## src/rtl/krnl_cam_result_accum_if.sv

```systemverilog
// ---------------------------------------------------------------------------
// krnl_cam_result_accum_if
//   Streaming valid/ready bundle used on both sides of the CAM result
//   accumulator. W sets the payload width.
//
//   Signals:
//     TDATA  [W-1:0]  payload, driven by the master
//     TVALID          payload valid, driven by the master
//     TREADY          sink ready, driven by the slave
//   A beat transfers on a rising edge where TVALID and TREADY are both high.
// ---------------------------------------------------------------------------
interface krnl_cam_result_accum_if #(
  parameter int W = 520
);
  logic [W-1:0] TDATA;
  logic         TVALID;
  logic         TREADY;

  modport master (output TDATA, output TVALID, input TREADY);
  modport slave  (input TDATA, input TVALID, output TREADY);
endinterface

```

## src/rtl/krnl_cam_result_accum.sv

```systemverilog
// ---------------------------------------------------------------------------
// krnl_cam_result_accum
//   Consumes the CAM kernel's result stream, counts the set bits of each
//   word's match bitmap and accumulates them into a per-batch triangle count.
//   When the batch's LAST word has gone through the pipeline it emits
//   {word_count, triangle_count} toward the host-facing writer.
//
//   Parameters:
//     C_DATA_WIDTH  input word width, control byte in the top 8 bits
//     CAM_SIZE      bitmap bits in s.TDATA[CAM_SIZE-1:0]; must be a multiple
//                   of 32 and no larger than C_DATA_WIDTH-8
//     C_ACC_WIDTH   triangle accumulator width
//     C_WCNT_WIDTH  per-batch counted-word width
//
//   Ports:
//     ap_clk     clock, all logic on the rising edge
//     areset     synchronous active-high reset
//     s          slave stream, C_DATA_WIDTH-bit result words
//                (control byte: bit0 LAST, bit1 SKIP, bits 7:2 ignored)
//     m          master stream, {word_count, triangle_count}
//     batch_cnt  results accepted on m since reset (wraps at 2^32)
//
//   Pipeline: stage 1 registers 32-bit chunk popcounts, stage 2 registers
//   their sum, stage 3 accumulates and builds the result. A LAST word
//   accepted in cycle N shows m.TVALID in cycle N+3.
// ---------------------------------------------------------------------------
module krnl_cam_result_accum #(
  parameter int C_DATA_WIDTH = 520,
  parameter int CAM_SIZE     = 128,
  parameter int C_ACC_WIDTH  = 64,
  parameter int C_WCNT_WIDTH = 32
) (
  input  logic                           ap_clk,
  input  logic                           areset,
  krnl_cam_result_accum_if.slave         s,
  krnl_cam_result_accum_if.master        m,
  output logic [31:0]                    batch_cnt
);

  localparam int N_CHUNK = CAM_SIZE / 32;
  localparam int SUM_W   = $clog2(CAM_SIZE + 1);
  localparam int OUT_W   = C_ACC_WIDTH + C_WCNT_WIDTH;

  // Popcount of one 32-bit bitmap chunk; 6 bits holds the maximum of 32.
  function automatic logic [5:0] popcnt32(input logic [31:0] x);
    logic [5:0] c;
    c = '0;
    for (int i = 0; i < 32; i++) begin
      c = c + 6'(x[i]);
    end
    return c;
  endfunction

  logic [7:0]              ctl;
  logic                    is_last;
  logic                    is_skip;
  logic                    accept;

  logic [5:0]              chunk_cnt [N_CHUNK];
  logic                    v1;
  logic                    l1;

  logic [SUM_W-1:0]        sum_comb;
  logic [SUM_W-1:0]        sum2;
  logic                    v2;
  logic                    l2;

  logic [C_ACC_WIDTH-1:0]  acc;
  logic [C_ACC_WIDTH-1:0]  acc_next;
  logic [C_WCNT_WIDTH-1:0] wcnt;
  logic [C_WCNT_WIDTH-1:0] wcnt_next;
  logic [OUT_W-1:0]        m_data;
  logic                    m_valid;

  assign ctl     = s.TDATA[C_DATA_WIDTH-1 -: 8];
  assign is_last = ctl[0];
  assign is_skip = ctl[1];
  assign accept  = s.TVALID & s.TREADY;

  // The payload bits between the bitmap and the control byte, and the
  // reserved control bits, carry nothing this block uses.
  logic unused_ctl;
  assign unused_ctl = ^ctl[7:2];

  generate
    if (C_DATA_WIDTH - 8 > CAM_SIZE) begin : g_pad
      logic unused_pad;
      assign unused_pad = ^s.TDATA[C_DATA_WIDTH-9:CAM_SIZE];
    end
  endgenerate

  // Input is held off from the moment a LAST word is accepted until its
  // result has been taken, so only one batch is ever past the input and
  // the single output register can never be overrun. Depends on
  // registered state and reset only, never on s.TVALID or m.TREADY.
  assign s.TREADY = ~(areset | l1 | l2 | m_valid);

  // Stage 1: chunk popcounts plus the count/close flags of the beat.
  // A SKIP word still closes the batch if it is LAST, it just adds nothing.
  always_ff @(posedge ap_clk) begin
    if (areset) begin
      v1 <= 1'b0;
      l1 <= 1'b0;
      for (int i = 0; i < N_CHUNK; i++) begin
        chunk_cnt[i] <= '0;
      end
    end else begin
      v1 <= accept & ~is_skip;
      l1 <= accept & is_last;
      for (int i = 0; i < N_CHUNK; i++) begin
        chunk_cnt[i] <= popcnt32(s.TDATA[i*32 +: 32]);
      end
    end
  end

  // Adder tree for the chunk counts, kept out of stage 1 for timing.
  always_comb begin
    sum_comb = '0;
    for (int i = 0; i < N_CHUNK; i++) begin
      sum_comb = sum_comb + SUM_W'(chunk_cnt[i]);
    end
  end

  // Stage 2: registered word popcount.
  always_ff @(posedge ap_clk) begin
    if (areset) begin
      sum2 <= '0;
      v2   <= 1'b0;
      l2   <= 1'b0;
    end else begin
      sum2 <= sum_comb;
      v2   <= v1;
      l2   <= l1;
    end
  end

  // Next accumulator values including the word now in stage 2; both wrap.
  always_comb begin
    acc_next  = acc;
    wcnt_next = wcnt;
    if (v2) begin
      acc_next  = acc + C_ACC_WIDTH'(sum2);
      wcnt_next = wcnt + C_WCNT_WIDTH'(1);
    end
  end

  // Stage 3: accumulate, and on the closing word publish the totals and
  // restart the batch. The output cannot be busy when l2 arrives because
  // the input was blocked, so the handshake clear and the load never clash.
  always_ff @(posedge ap_clk) begin
    if (areset) begin
      acc       <= '0;
      wcnt      <= '0;
      m_data    <= '0;
      m_valid   <= 1'b0;
      batch_cnt <= '0;
    end else begin
      if (m_valid && m.TREADY) begin
        m_valid   <= 1'b0;
        batch_cnt <= batch_cnt + 32'd1;
      end
      if (l2) begin
        m_data  <= {wcnt_next, acc_next};
        m_valid <= 1'b1;
        acc     <= '0;
        wcnt    <= '0;
      end else begin
        acc  <= acc_next;
        wcnt <= wcnt_next;
      end
    end
  end

  assign m.TDATA  = m_data;
  assign m.TVALID = m_valid;

endmodule

```

## src/flat_wrapper.sv

```systemverilog
// flat-port wrapper written by rule: the top's interface ports become plain ports
module krnl_cam_result_accum_flat 
#(
  parameter int C_DATA_WIDTH = 520,
  parameter int CAM_SIZE     = 128,
  parameter int C_ACC_WIDTH  = 64,
  parameter int C_WCNT_WIDTH = 32
)
  (ap_clk, areset, batch_cnt, s_TDATA, s_TVALID, s_TREADY, m_TDATA, m_TVALID, m_TREADY);
  krnl_cam_result_accum_if #(.W((520))) s_i ();
  krnl_cam_result_accum_if #(.W((96))) m_i ();
  input  logic ap_clk;
  input  logic areset;
  output logic [31:0] batch_cnt;
  input wire logic [$bits(s_i.TDATA)-1:0] s_TDATA;
  input wire logic [$bits(s_i.TVALID)-1:0] s_TVALID;
  output wire logic [$bits(s_i.TREADY)-1:0] s_TREADY;
  output wire logic [$bits(m_i.TDATA)-1:0] m_TDATA;
  output wire logic [$bits(m_i.TVALID)-1:0] m_TVALID;
  input wire logic [$bits(m_i.TREADY)-1:0] m_TREADY;
  assign s_i.TDATA = s_TDATA;
  assign s_i.TVALID = s_TVALID;
  assign s_TREADY = s_i.TREADY;
  assign m_TDATA = m_i.TDATA;
  assign m_TVALID = m_i.TVALID;
  assign m_i.TREADY = m_TREADY;
  krnl_cam_result_accum #(.C_DATA_WIDTH(C_DATA_WIDTH), .CAM_SIZE(CAM_SIZE), .C_ACC_WIDTH(C_ACC_WIDTH), .C_WCNT_WIDTH(C_WCNT_WIDTH)) u_core (.ap_clk(ap_clk), .areset(areset), .s(s_i), .m(m_i), .batch_cnt(batch_cnt));
endmodule
```

## config.mk

```make
export PLATFORM = sky130hd
export DESIGN_NAME = krnl_cam_result_accum_flat
export DESIGN_NICKNAME = d
export VERILOG_FILES = /design/src/rtl/krnl_cam_result_accum_if.sv /design/src/rtl/krnl_cam_result_accum.sv /design/src/flat_wrapper.sv
export SDC_FILE = /design/constraint.sdc
export NUM_CORES = 1
export LEC_CHECK = 0
export CAP_MARGIN = 20
export CORE_AREA = 10 10 246 248
export DETAILED_ROUTE_END_ITERATION = 10
export DIE_AREA = 0 0 256 258
export PLACE_DENSITY = 0.53
export SYNTH_ARGS = -nofsm -noshare
export SYNTH_HDL_FRONTEND = slang
export SYNTH_SLANG_ARGS = --single-unit
```

## constraint.sdc

```tcl
create_clock -name ap_clk -period 16.1 [get_ports ap_clk]
set_input_delay 1.61 -clock ap_clk [delete_from_list [all_inputs] [get_ports ap_clk]]
set_output_delay 1.61 -clock ap_clk [all_outputs]
set_load 0.02 [all_outputs]
```

### Word-level counts from Yosys, hierarchy flattened

Memories as Yosys holds them, arrays and structs flattened.
Cells that the tools add are included.

* bits in registers: 237
* memory bits (writable): 24
* input port bits: 524
* output and inout port bits: 130
* word-level logic and storage cells: 167
* memories kept: 1

* add/sub/neg operators: 130
* mux-type cells: 11
* bitwise logic cells: 12
* reduce and logical (&&, ||, !) cells: 3

Memories
* u_core.chunk_cnt: depth 4, width 6, rd ports 4, clocked after Yosys merged registers in 0, write ports 4, line krnl_cam_result_accum.sv:59 `logic [5:0] chunk_cnt [N_CHUNK];`

Operator list (number)
* $add 6x1->6: 120
* $add 32x1->32 const B: 2
* $add 64x8->64: 1
* $mux 64: 1
* $mux 32: 1
* $mux 6: 4
* $add 8x6->8: 2
* $add 1x1->2: 4
* $add 6x6->7: 1
* $or 1x1->1: 7
* $mux 1: 5
* $and 1x1->1: 3
* $not 1->1: 2
* $reduce_bool 2->1: 1
* $reduce_or 2->1: 1
* $logic_and 1x1->1: 1

### Depth between registers and ports, before layout

Gate-level depths: netlist of the first run.

* depth after elaboration: 32
* depth in mapped cells: 18
* gate-level depth less buffers: 18

### Worst setup path after synthesis of the first run

Ideal clock, no wire load.

* path kind: input port to flip-flop
* start: input port s_TDATA[32]
* end: memory u_core.chunk_cnt[1][4]
* library setup time: 128 ps
* arrival time: 6033 ps
* slack: 9940 ps
* cell stages on the path: 17
* path buffers: 0
* cell sequence: ha_1 inv_1 fa_1 inv_1 fa_1 fa_1 fa_1 fa_1 inv_1 fa_1 fa_1 fa_1 inv_1 a21o_1 a21oi_1 xor2_1 nor2_1

RTL lines
* start, declared: line flat_wrapper.sv:15 `input wire logic [$bits(s_i.TDATA)-1:0] s_TDATA;`
* end, declared: line krnl_cam_result_accum.sv:59

==> metrics.cfg, run 1 <==
[logic_synthesis]
synthDistinctLibCells=59
yosysTopAreaCellShare=0.366
synth_compound_area_frac=0.126
syn_area_per_cell_sq_um=9.18
async_flop_share=0
synth_flop_cell=dfxtp_1
ys_ff_latch=261
synth_adder_area_share=0.194
synth_enable_flop_cells=0
synth_mux_area_frac=0.00508
synth.area.top_cells=dfxtp_1 37%, fa_1 15%, nor2_1 5.7%, inv_1 5.5%, ha_1 4.7%
yosys.area_share.simple=0.178
synth_nets=2241
yosysWarnings=0
synth_top_family_by_area=adder cells
synth_largest_area_cell=dfxtp_1
syn_area_sq_um=14300
synth-xor-area-share=0.0570
synthCells=1558
ys_seq_area_frac=0.366

[placement]
gp_congestion=0.787
hpwl_microns=29800
dp.cells=2517
port_buffers=263

[clocking]
clock_sinks=261
cts_resized=0
cts_tree=built
cts_setup_buffers=0
cts_buffers=34
clk_latency_ns=0.54
htreeDepth=2
cts_hold_buf=0
cts_root_buf=clkbuf_16
clk_pin_slew_worst_paths_ns=0.05
ctsLongestPathBuffers=3

[power]
pwr_density_cell_nw_per_um2=141
p_leak_uw=0.00705
ir_drop_uv=75.7

[layout]
fin_util=0.337
drive_gt1_frac=0.0456
antenna_cells=0
layout.cells.non_filler=2577
nNetsFinal=2480
area_growth_pct=31.3

[drt]
drt_iter0_markers=607
routed_via_density=4.52
route.vias.total=11600
routed_wl_microns=39300
drc=0
wl_per_cell_microns=15.3
postRouteAntennaNets=0
drt_first_pass_iters=5

[critical_path]
cp-start-kind=input pin
cpMaxStageDelayCell=fa_1
cp.arrival_ns=6.67
path_class=input pin to flop
worst_path_most_repeated_cell=fa_1
cp_max_fo=2
crit_chain=clkdlybuf4s50_1 > ha_1 > inv_1 > fa_1 > inv_1 > fa_1 > fa_1 > fa_1 > fa_1 > inv_1 > fa_1 > fa_1 > fa_1 > inv_1 > a21o_1 > a21oi_1 > xor2_1 > nor2_1
cp-end-kind=flop
worstPathRequired_ns=16.49
critPathMaxStageDelay_ns=0.53

[grt]
grtUsageTotal=0.117
first_global_vias=12000
antenna_found_initial=1
grt_start_max_net_pins=96
grt_pass1_wl_microns=64100
gr-total-overflow=0

[floorplanning]
start_util=0.256
die_area_sq_um=66000
io_pins=654
fp.dieW_microns=256
rows=87
die-height_microns=258
coreArea_sq_um=55700

[hold_path]
hold_class=flop to flop

[timing]
clock.fmax_mhz=159
min_period_ns=6.28
maxSlewViolCount=0
setup-violations-final=0
fin_crit_sh=0.390
skew_ns=0.0216
setup_tns_ns=0
hold_viol_final=0
tightest_slew_ns=0.979
max_slew_margin=0.347
rsz0062_at_grt=false

[run]
maxCapViolCount=0

[status]
status=finished clean

sequential cells by signal, summed over array words and instances, names as in the netlist:
register          cells
u_core.m.TDATA       96
u_core.acc           64
u_core.batch_cnt     32
u_core.wcnt          32
u_core.chunk_cnt     24
u_core.sum2           8
u_core.l1             1
u_core.l2             1
u_core.m.TVALID       1
u_core.v1             1
u_core.v2             1
routing by layer:
layer / GRT usage / wire [microns] / share of wire / vias up
met3: 0.0417 / 3030 / 0.077 / 44
met5: 0 / 0 / 0 / -
li1: - / - / - / 5771
met1: 0.140 / 17200 / 0.44 / 5532
met2: 0.197 / 18400 / 0.47 / 293
met4: 0.0321 / 720 / 0.018 / 0
synthesized netlist by cell type, types with 10 or more instances:
cell,n
inv_1,211
nand4_1,32
or4_1,30
a211oi_1,53
ha_1,54
nor4_1,10
nand2_1,40
o21ai_0,25
or3_1,16
clkbuf_1,63
xor2_1,43
nor2_1,217
a311oi_1,43
and4_1,14
o31ai_1,32
a21o_1,15
nor2b_1,16
nor3_1,29
and3_1,15
fa_1,105
a21oi_1,67
dfxtp_1,261
xnor2_1,50
nand3_1,45
cell families (layout without fill, tap and decap cells):
family / Yosys count / after routing
xor gates and xnor gates: 93 / 93
AOI/OAI and AO/OA: 258 / 258
muxes: 7 / 7
adders and majority gates: 159 / 159
buffers and inverters: 280 / 543
DFF: 261 / 261
and+or+nand+nor: 500 / 500
path summary, 6_finish.rpt:
kind	slack, ns	cells past startpoint	start	endpoint
setup / recovery	9.82	18	s_TDATA[32]	u_core.chunk_cnt[1][4]$_SDFF_PP0_
hold / removal	0.43	1	u_core.v1$_SDFF_PP0_	u_core.v2$_SDFF_PP0_
setup reg to reg	12.77	8	u_core.acc[0]$_SDFF_PP0_	u_core.m.TDATA[36]$_SDFFE_PP0P_
hold reg to reg	0.43	1	u_core.v1$_SDFF_PP0_	u_core.v2$_SDFF_PP0_
where the power goes:
group	total, uW	switching, uW	leakage (uW)	internal (uW)
sequential	714	18.4	0.00212	696
combinational	1190	613	0.00440	576
clock	742	300	0.000528	442
total	2650	932	0.00705	1710
placed cells by master (no fill, tap or decap), types with 34 or more instances in the layout:
| master | instances |
|---|---|
| fa_1 | 105 |
| xor2_1 | 43 |
| nor2_1 | 217 |
| nand2_1 | 40 |
| nand3_1 | 45 |
| ha_1 | 54 |
| clkdlybuf4s50_1 | 262 |
| a211oi_1 | 53 |
| inv_1 | 211 |
| dfxtp_1 | 260 |
| a311oi_1 | 43 |
| clkbuf_16 | 34 |
| xnor2_1 | 50 |
| a21oi_1 | 67 |
worst max-delay path, delay by kind of cell:
family                   cells  cell delay (ns)
AO/OA/AOI/OAI                2             0.17
XOR/XNOR                     1             0.14
adder cells (fa/ha/maj)      9             4.05
buffers and inverters        5             0.65
AND/OR/NAND/NOR              1             0.05
area by class of cell:
class	count	area, sq um
fill	5831	37000
multi-input combinational	1017	8020
sequential	261	5230
timing repair buffer	271	2690
tap	756	946
clock buffer	45	932
inverter	212	796
clock inverter	15	155
stage by stage:
| stage | hold slack (ns) | total power [uW] | setup WS, ns | instance area [sq um] |
|---|---|---|---|---|
| 6_report | 0.433 | 2650 | 9.82 | 18800 |
| 5_1_grt | 0.470 | 2920 | 9.56 | 18800 |
| 4_1_cts | 0.442 | 2720 | 9.80 | 18800 |
| 3_5_place_dp | 0.428 | 1960 | 9.22 | 17700 |
| 3_3_place_gp | 0.433 | 1930 | 9.27 | 17700 |
| 2_1_floorplan | 0.414 | 1670 | 9.94 | 14300 |
Note: power is estimated with default switching activity, not from simulation.
==> inputs of run 2 (changes only) <==
==> constraint.sdc (replaced) <==
create_clock -name ap_clk -period 6.3 [get_ports ap_clk]
set_input_delay 0.63 -clock ap_clk [delete_from_list [all_inputs] [get_ports ap_clk]]
set_output_delay 0.63 -clock ap_clk [all_outputs]
set_load 0.02 [all_outputs]
==> results of run 2 <==
Same layout as run 1 (identical final DEF). Status: finished clean.
Among the figures that moved: setup slack after placement 9.22 ns -> 0.404 ns; setup slack after layout 9.82 ns -> 0.997 ns; register-to-register setup slack 12.77 ns -> 2.97 ns; total power 2650 uW -> 6760 uW; worst IR drop on VDD 75.7 uV -> 193 uV
==> inputs of run 3 (changes only) <==
--- a/config.mk
+++ b/config.mk
@@ -9,7 +9,7 @@
 export CORE_AREA = 10 10 246 248
 export DETAILED_ROUTE_END_ITERATION = 10
 export DIE_AREA = 0 0 256 258
-export PLACE_DENSITY = 0.53
+export PLACE_DENSITY = 0.55
 export SYNTH_ARGS = -nofsm -noshare
 export SYNTH_HDL_FRONTEND = slang
 export SYNTH_SLANG_ARGS = --single-unit
==> constraint.sdc (replaced) <==
create_clock -name ap_clk -period 4.5 [get_ports ap_clk]
set_input_delay 0.45 -clock ap_clk [delete_from_list [all_inputs] [get_ports ap_clk]]
set_output_delay 0.45 -clock ap_clk [all_outputs]
set_load 0.02 [all_outputs]
==> run 3 against run 2 <==
Net effect: the flow now finishes with violations (negative setup slack); critical endpoint is now u_core.chunk_cnt[0][4]$_SDFF_PP0_; utilization up 0.30 points; hold slack worse by 0.29 ns; worst setup slack worse by 1.1 ns; final cell count up 0.50%.
==> metrics.cfg, run 3 (synthesis results as in run 1) <==
[status]
status=finished with violations
violations=negative setup slack

[critical_path]
cp-end-kind=flop
cpMaxStageDelayCell=fa_1
cp_max_fo=2
worst_path_most_repeated_cell=fa_1
crit_chain=buf_6 > ha_4 > inv_2 > fa_1 > inv_2 > fa_1 > fa_1 > fa_2 > fa_1 > inv_1 > fa_1 > fa_2 > inv_2 > fa_2 > a21o_1 > a21oi_2 > xor2_1 > nor2_1
r2r_cells=8
cp-start-kind=input pin
path_class=input pin to flop
worstPathRequired_ns=4.96
critPathMaxStageDelay_ns=0.55
cp.arrival_ns=5.08

[layout]
layout.cells.non_filler=2590
layout_common_cells=260 x dfxtp_1, 217 x nor2_1, 204 x clkdlybuf4s50_1
regArea_sq_um=5230
multi_input_area_sq_um=8130
fillers=5803
nNetsFinal=2493
layout_commonest_cell=dfxtp_1
area_growth_pct=32.4
largest_register_ffs=96
drive_gt1_frac=0.0878

[hold_path]
hold_depth=2
hold_class=input pin to flop

[timing]
min_period_ns=4.62
maxSlewViolCount=0
max_slew_margin=0.306
hold_viol_final=0
fin_crit_sh=1.03
setup-violations-final=4
clock.fmax_mhz=216
finalWorstSetupSlack_ns=-0.122
tightest_slew_ns=1.04
setup_tns_ns=-0.222
rsz0062_at_grt=true
skew_ns=0.0212

[clocking]
ctsLongestPathBuffers=3
cts_tree=built
htreeDepth=1
clk_pin_slew_worst_paths_ns=0.06
cts_root_buf=clkbuf_16
cts_buffers=31
clock_sinks=261
clk_latency_ns=0.59

[drt]
routed_via_density=4.48
routed_wl_microns=39300
postRouteAntennaNets=0
drt_iter0_markers=547
drt_first_pass_iters=4
route.vias.total=11600
drc=0
wl_per_cell_microns=15.2

[grt]
antenna_found_initial=1
grtUsageTotal=0.115
grt_pass1_wl_microns=63400
grt_start_max_net_pins=195
gr-total-overflow=0
first_global_vias=11900

[placement]
hpwl_microns=29700
place_ws_ns=-1.07
port_buffers=263
dp.cells=2530
gp_congestion=0.773

[power]
p_leak_uw=0.00715
pwr_density_cell_nw_per_um2=529
total_power_uw=10000
ir_drop_uv=511

[floorplanning]
die_area_sq_um=66000
die-height_microns=258
fp.dieW_microns=256
rows=87
io_pins=654
coreArea_sq_um=55700
start_util=0.256

[run]
maxCapViolCount=0

run 3: cell types whose count changed in the layout (fill, tap and decap cells not counted), sizes merged:
cell           previous run  this run
buf                       9        33
clkinv                    8         5
clkdlybuf4s15             0         5
diode                     0         1
dlygate4sd2               0        40
clkdlybuf4s50           262       204
clkinvlp                  3         7
dlymetal6s2s              0         2
clkbuf                   45        43
run 3: report_power, final:
part / internal, uW / switching [uW]
clock: 1470 / 1050
combinational: 2550 / 2400
sequential: 2490 / 67.4
run 3: worst max-delay path, delay by kind of cell:
kind | cells | cell delay, ns
xor gates and xnor gates | 1 | 0.15
and+or+nand+nor | 1 | 0.06
buffers and inverters | 5 | 0.25
adders and majority gates | 9 | 3.83
AOI/OAI and AO/OA | 2 | 0.31
run 3: metal layers:
metal / wire length [microns] / track usage
met1: 17500 / 0.140
met2: 18300 / 0.194
met4: 663 / 0.0271
met5: 0 / 0
met3: 2870 / 0.0356
run 3: stage by stage:
step	util	cell area [sq um]	hold slack, ns
2_1_floorplan	-	14400	0.414
3_3_place_gp	0.321	17900	0.448
3_5_place_dp	0.321	17900	0.455
4_1_cts	0.338	18900	0.115
5_1_grt	0.340	18900	0.146
6_report	0.340	18900	0.143
run 3: what timing repair did:
action	CTS	global route
endpoints found under the setup margin	19	14
gates resized for setup	101	22
setup buffers	0	3
pin swaps	69	42
hold buffers	0	0
run 3: area by class of cell:
type	count	area share
repair buffers	287	0.148
clock inverters	16	0.00879
well taps	756	0.0500
flip-flops and latches	261	0.276
clock buffers	40	0.0454
multi-input cells	1017	0.430
diodes	1	0.000132
inverters	212	0.0420
run 3: final timing paths:
kind	from	slack [ns]	end
worst max register to register	u_core.acc[0]$_SDFF_PP0_	1.20	u_core.m.TDATA[38]$_SDFFE_PP0P_
worst max-delay path	s_TDATA[0]	-0.12	u_core.chunk_cnt[0][4]$_SDFF_PP0_
worst min-delay path	areset	0.14	u_core.chunk_cnt[2][4]$_SDFF_PP0_
worst min register to register	u_core.v1$_SDFF_PP0_	0.46	u_core.v2$_SDFF_PP0_
